**config.mk**
```make
export PLATFORM = sky130hd
export DESIGN_NAME = miriscv_rf
export DESIGN_NICKNAME = d
export VERILOG_FILES = /design/src/rtl/miriscv_rf_pkg.sv /design/src/rtl/miriscv_rf.sv
export SDC_FILE = /design/constraint.sdc
export NUM_CORES = 2
export LEC_CHECK = 0
export BUFFER_PORTS_ARGS = -buffer_cell sky130_fd_sc_hd__buf_2
export CORE_MARGIN = 2
export CORE_UTILIZATION = 60
export CTS_BUF_LIST = sky130_fd_sc_hd__clkbuf_16
export DETAILED_ROUTE_END_ITERATION = 10
export PLACE_DENSITY = 0.83
export SYNTH_ARGS = -nofsm -noshare
export SYNTH_HDL_FRONTEND = slang
export SYNTH_SLANG_ARGS = --single-unit
```
**constraint.sdc**
```tcl
create_clock -name clk_i -period 3.8 [get_ports clk_i]
set_input_delay 0.19 -clock clk_i [delete_from_list [all_inputs] [get_ports clk_i]]
set_output_delay 0.19 -clock clk_i [all_outputs]
set_load 0.005 [all_outputs]
```
**src/rtl/miriscv_rf_pkg.sv**
```systemverilog
`default_nettype none
// ============================================================================
//  Module      : miriscv_rf_pkg
//  Description : Shared constants for the miriscv register file. Holds the
//                default data width, address width and register count, and
//                the address of the hard-wired zero register (x0).
//  Revision    : 1.0 - initial release
// ============================================================================
package miriscv_rf_pkg;

    // Default data width of every register and data port.
    localparam int DEF_XLEN  = 32;

    // Default register address width.
    localparam int DEF_AW    = 5;

    // Default number of architectural registers; always 2**DEF_AW.
    localparam int DEF_NREGS = 32;

    // Address of x0. It always reads zero and ignores writes.
    localparam int ZERO_REG  = 0;

    // Returns 1 when an address selects the hard-wired zero register.
    function automatic logic is_zero_reg(input logic [DEF_AW-1:0] addr);
        return (addr == DEF_AW'(ZERO_REG));
    endfunction

endpackage : miriscv_rf_pkg
`default_nettype wire

```
**src/rtl/miriscv_rf.sv**
```systemverilog
`default_nettype none
// ============================================================================
//  Module      : miriscv_rf
//  Description : Two-read / one-write integer register file for the miriscv
//                core. Reads are purely combinational with no write-to-read
//                bypass. The write port updates on the rising edge of clk_i.
//                x0 is hard-wired to zero. The synchronous active-high reset
//                clears every register and takes priority over a concurrent
//                write.
//
//  Ports
//    clk_i    in   1     clock; all state updates occur on the rising edge
//    addr1_i  in   AW    read port 1 address
//    addr2_i  in   AW    read port 2 address
//    addr3_i  in   AW    write port address
//    wd_i     in   XLEN  write data
//    we_i     in   1     write enable (active-high)
//    reset    in   1     synchronous, active-high reset
//    rd1_o    out  XLEN  read data selected by addr1_i
//    rd2_o    out  XLEN  read data selected by addr2_i
//
//  Revision    : 1.0 - initial release
// ============================================================================
module miriscv_rf
    import miriscv_rf_pkg::*;
#(
    parameter int XLEN  = DEF_XLEN,
    parameter int NREGS = DEF_NREGS,
    parameter int AW    = DEF_AW     // NREGS must equal 2**AW
) (
    input  logic            clk_i,
    input  logic [AW-1:0]   addr1_i,
    input  logic [AW-1:0]   addr2_i,
    input  logic [AW-1:0]   addr3_i,
    input  logic [XLEN-1:0] wd_i,
    input  logic            we_i,
    input  logic            reset,
    output logic [XLEN-1:0] rd1_o,
    output logic [XLEN-1:0] rd2_o
);

    localparam logic [AW-1:0] c_zero_addr = AW'(ZERO_REG);

    // ------------------------------------------------------------------------
    // Storage. Entry 0 is cleared by reset and never written. The read muxes
    // also force it to zero, so x0 reads zero even before the first reset.
    // ------------------------------------------------------------------------
    logic [XLEN-1:0] r_regs [NREGS];

    // One-hot write select. Bit 0 can never be set, which drops writes to x0.
    logic [NREGS-1:0] w_wr_sel;

    always_comb begin
        w_wr_sel = '0;
        if (we_i && (addr3_i != c_zero_addr)) begin
            w_wr_sel[addr3_i] = 1'b1;
        end
    end

    // ------------------------------------------------------------------------
    // Register update. Reset wins over a write in the same cycle, so a
    // register addressed during reset still ends up zero.
    // ------------------------------------------------------------------------
    always_ff @(posedge clk_i) begin
        if (reset) begin
            for (int i = 0; i < NREGS; i++) begin
                r_regs[i] <= '0;
            end
        end else begin
            for (int i = 1; i < NREGS; i++) begin
                if (w_wr_sel[i]) begin
                    r_regs[i] <= wd_i;
                end
            end
        end
    end

    // ------------------------------------------------------------------------
    // Read muxes. These have no bypass: a read of the register being written
    // returns the old contents until the write edge has passed.
    // ------------------------------------------------------------------------
    logic w_rd1_zero;
    logic w_rd2_zero;

    assign w_rd1_zero = (addr1_i == c_zero_addr);
    assign w_rd2_zero = (addr2_i == c_zero_addr);

    assign rd1_o = w_rd1_zero ? '0 : r_regs[addr1_i];
    assign rd2_o = w_rd2_zero ? '0 : r_regs[addr2_i];

endmodule : miriscv_rf
`default_nettype wire

```
# Word level (Yosys, flattened, before mapping)
# Memory sizes are Yosys's and may differ from the RTL's.
# Index checks and enable logic that the tools add are counted.
# op_classes
n_mux	131
reduce_logical	5
order_cmp	2
bitwise_logic	31
# ops
operator	count
32-bit 2-to-1 mux	34
1-bit 2-to-1 mux	96
1-bit OR	31
5-bit logical NOT	2
5-bit by 6-bit < comparator with 1-bit output, second input constant	1
1-bit demux with 5-bit select	1
5-bit by 1-bit greater-or-equal comparator with 1-bit output, second input constant	1
5-bit nonzero test	1
1-bit logical AND	2
# word_totals
ram_bits	1024
register_bits	0
inputBits	50
mem_count	1
out_inout_bits	64
# mem_list
name	depth	word_bits	rd	rd_clocked_by_memory_dff	wr	line	rtl
r_regs	32	32	2	0	32	miriscv_rf.sv:48	logic [XLEN-1:0] r_regs [NREGS];

# Longest topological paths before layout
# logic_depth
ltp_word	9
mapped_depth	9

# Worst setup path after synthesis
# OpenSTA, ideal clock, no wires.
# synth_timing
kind	input to register
startpoint	input addr3_i[1]
endpoint	memory r_regs[20][0] (netlist bit) (enable)
path_slack_ps	1142
setup_ps	428
cell_stages	2
required_time_ps	3372
arrival_ps	2230
cell_sequence	or3b_2 -> o21bai_1
# synth_rtl
element	line	rtl
start, declared	miriscv_rf.sv:34	input logic [AW-1:0] addr3_i,
end, declared	miriscv_rf.sv:48	

# Worst setup path in the final report
# layout_timing
startpoint	input addr2_i[1]
endpoint	output rd2_o[21]
# layout_between
elab_chain_len	2
word_cells_on_any_way	3
# layout_lines
element	line	rtl
start, declared	miriscv_rf.sv:33	input logic [AW-1:0] addr2_i,
memory 32 x 32 bit or 5-bit logical NOT (tied branches)	n/a	
32-bit 2-to-1 mux *	miriscv_rf.sv:89	assign rd2_o = w_rd2_zero ? '0 : r_regs[addr2_i];
end, declared	miriscv_rf.sv:39	output logic [XLEN-1:0] rd2_o
# Mark *: on every way between the ends. The rest lies on a longest branch, timed or not.

==> summary.md <==
| Metric | Value |
|---|---|
| First-pass DRT Iterations | `9` |
| Post-route core utilization | `between 60 and 70%` |
| Final setup viols | `0` |
| Fmax | `approximately 310 MHz` |
| I/O pins | `around 110` |
| Crit path time final | `3.20 ns` |
| FF/Latch Area | `approximately 30000 µm²` |
| Fin crit share | `~84%` |
| Leak | `~19 nW` |
| Placed cell count | `~4400` |
| Area Growth Syn to Fin | `10.8%` |
| Largest family of logic cells by synthesized area | `multiplexers` |
| Sequential share of power | `approximately half` |
| Biggest regs | `r_regs x992` |
| Data required time at the worst endpoint | `3.61 ns` |
| CP Class | `in2out` |
| CP arrival | `around 3 ns` |
| Yosys cell types | `44` |
| Syn avg cell area | `around 15 µm²` |
| CTS Hold Buffers Added | `0` |
| Seq/Total Area, Yosys | `between 60% and 70%` |
| CTS clock-pin slew for the worst setup and hold paths | `around 0.060 ns` |
| Worst-path cell chain | `buf_8, nor2b_4, a221oi_1, a2111oi_0, a31oi_1, o21ai_1, buf_2` |
| Post-CTS sizing | `0` |
| Post-synth EDFFs | `roughly 1000` |
| Post-synth top area share | `between 60% and 70%` |
| Worst vdd ir | `slightly below 0.5 mV` |
| Clk buf depth | `3` |
| Syn Std Cell Area | `49400 µm²` |
| Crit path max fanout | `49` |
| Synth area leaders | `edfxtp_1 60%, mux4_2 18%, nor2_1 4.6%` |
| Hold WC Path Type | `in2reg` |
| Top_reg_cell synth | `edfxtp_1` |
| Clock network power share | `a little over a third` |
| Synth warn | `0` |
| Multi-input gate area | `about 18000 µm²` |
| Post-Synth XOR/XNOR Area | `0%` |
| Core footprint | `~82000 µm²` |
| Row cnt | `between 100 and 150` |
| NumNets Final | `3470` |
| Worst Tran Pin Value | `1.42 ns` |
| Power density over cell area | `~480 nW/µm²` |
| Die area | `between 80000 and 90000 µm²` |
| Dominant cell type by area after synthesis | `edfxtp_1` |
| Delay-heaviest family, CP | `compound AO/OA/AOI/OAI gates` |
| Slew HR | `between 5 and 6%` |
| Hold Vio Cnt, Final | `0` |
| Final wirelength | `about 150000 µm` |
| CP Buf/Inv Count | `2` |
| Post-route ant nets | `0` |
| Filler cell count | `5240` |
| Critical path's largest stage delay | `1.09 ns` |
| Commonest non-fill, non-tap cell in the layout | `edfxtp_1` |
| Setup crit end kind | `output pin` |
| Area fraction in compound gates after synthesis | `under 10%` |
| Startpoint types | `input port` |
| Setup Fix Bufs, Post-CTS | `0` |
| Post-synthesis simple-gate area fraction | `~8.8%` |
| Most flop-heavy register | `r_regs` |
| Switch share | `between 20% and 30%` |
| Outcome | `finished, final reports clean` |
| Drt via density | `7.48` |
| P_int | `~20 mW` |
| Initial antenna violation count | `7` |
| Gate power share | `about an eighth` |
| # H-tree levels | `3` |
| Initial Util | `between 60 and 70%` |
| Max-Cap Viols | `0` |
| Syn Nets | `approximately 3400` |
| Post-Layout Cell Count | `approximately 4600` |
| Die Ht | `between 200 and 300 µm` |
| Worst hold stages | `4` |
| Largest net degree at the start of global routing | `100` |
| Setup TNS | `0 ns` |
| Crit path max-delay cell type | `a2111oi_0` |
| Final max-slew violation count | `0` |
| Seq cells post-synth | `slightly below 1000` |
| Vias in the first global route | `~33000` |
| Crit. path cell count | `7` |
| Switching pwr | `around 6.5 mW` |
| Most frequent cells in the layout | `992 x edfxtp_1, 605 x nor2_1, 385 x mux4_2` |
| Multiplexer share of the synthesized area | `a little under a quarter` |
| Post-synthesis instance total | `between 3000 and 4000` |
| Routed via count | `~34000` |
| CTS Root Cell | `clkbuf_16` |
| Drt first-iter violations | `6102` |
| Max FFs per register | `992` |
| RSZ-0062 raised after global routing | `false` |
| Detailed placement HPWL | `about 93000 µm` |
| Gr ovfl total | `0` |
| Drt wl/cell | `between 30 and 40 µm` |
| Layout cell share with drive strength beyond 1 | `between 20 and 25%` |
| Adder-cell share of the synthesized area | `0%` |
| Routability cong. | `0.911` |
| Drt drc | `0` |
| Clock sink count | `992` |
| Tot GR Track Use | `36.3%` |
| FFs w/ async S/R, synth | `0%` |
| Global-route wire length before repair | `between 200000 and 250000 µm` |
| TritonCTS clock tree | `built` |
| Num CTS Buffers | `96` |
| Die Wd | `a little under 300 µm` |
| I/O Buffers | `roughly 110` |
[power groups by stage]
stage	clock network [mW]	logic, mW	registers, mW
floorplan	0	2.15	13.3
global placement	0	3.27	13.4
detailed placement	0	3.32	13.5
CTS	9.45	3.35	13.2
global route	9.88	3.55	13.3
finish	9.49	3.45	13.3
[per-layer routing]
layer	global-route usage (%)	wire (µm)	up-vias
li1	-	-	13100
met4	18.7	9580	10
met3	10.1	26100	716
met5	0	71	-
met2	54.8	69200	3632
met1	49.0	49000	16700
[synthesized netlist by cell type (all sizes together) (5+ instances only)]
| cell type | number |
|---|---|
| a211o | 9 |
| a21oi | 112 |
| a221oi | 39 |
| a22o | 6 |
| a22oi | 59 |
| a311oi | 8 |
| a31oi | 8 |
| buf | 128 |
| clkbuf | 203 |
| edfxtp | 992 |
| inv | 32 |
| mux2 | 69 |
| mux2i | 191 |
| mux4 | 385 |
| nand2 | 229 |
| nand2b | 51 |
| nand3 | 34 |
| nand3b | 5 |
| nand4 | 9 |
| nor2 | 605 |
| nor2b | 46 |
| nor3 | 42 |
| o211ai | 31 |
| o21ai | 59 |
| o21bai | 12 |
| o221ai | 9 |
[logic make-up (layout without fill, tap and decap cells)]
family / after synthesis / count (layout)
AOI/OAI and AO/OA: 357 / 357
buffers and inverters: 364 / 467
DFF: 992 / 992
muxes: 645 / 645
other: 0 / 2
and+or+nand+nor: 1036 / 1036
[worst min-delay path, delay by kind of cell]
family / cells / cell delay [ns]
and+or+nand+nor: 2 / 0.15
buffers and inverters: 2 / 0.27
[per-stage QoR]
stage / hold slack, ns / instance area (µm²) / setup slack [ns] / power (mW)
detailed placement: 0.730 / 51600 / 0.849 / 16.8
floorplan: 0.573 / 49400 / 1.14 / 15.4
global route: 0.0901 / 54700 / 0.594 / 26.7
CTS: 0.0448 / 54700 / 0.856 / 26.0
finish: 0.0657 / 54700 / 0.598 / 26.2
global placement: 0.724 / 51600 / 0.877 / 16.7
[final timing paths]
kind,startpoint,end,slack [ns]
setup / recovery,addr2_i[1],rd2_o[21],0.60
hold / removal,wd_i[26],r_regs[5][26],0.07
[cell type report]
class | count | area share (%)
clock inverters | 74 | 1.02
well taps | 1070 | 2.45
diodes | 2 | 0.00915
multi-input cells | 2038 | 33.4
repair buffers | 259 | 3.84
clock buffers | 101 | 4.62
inverters | 33 | 0.231
flip-flops and latches | 992 | 54.5
Power figures use the tool's default switching activity.
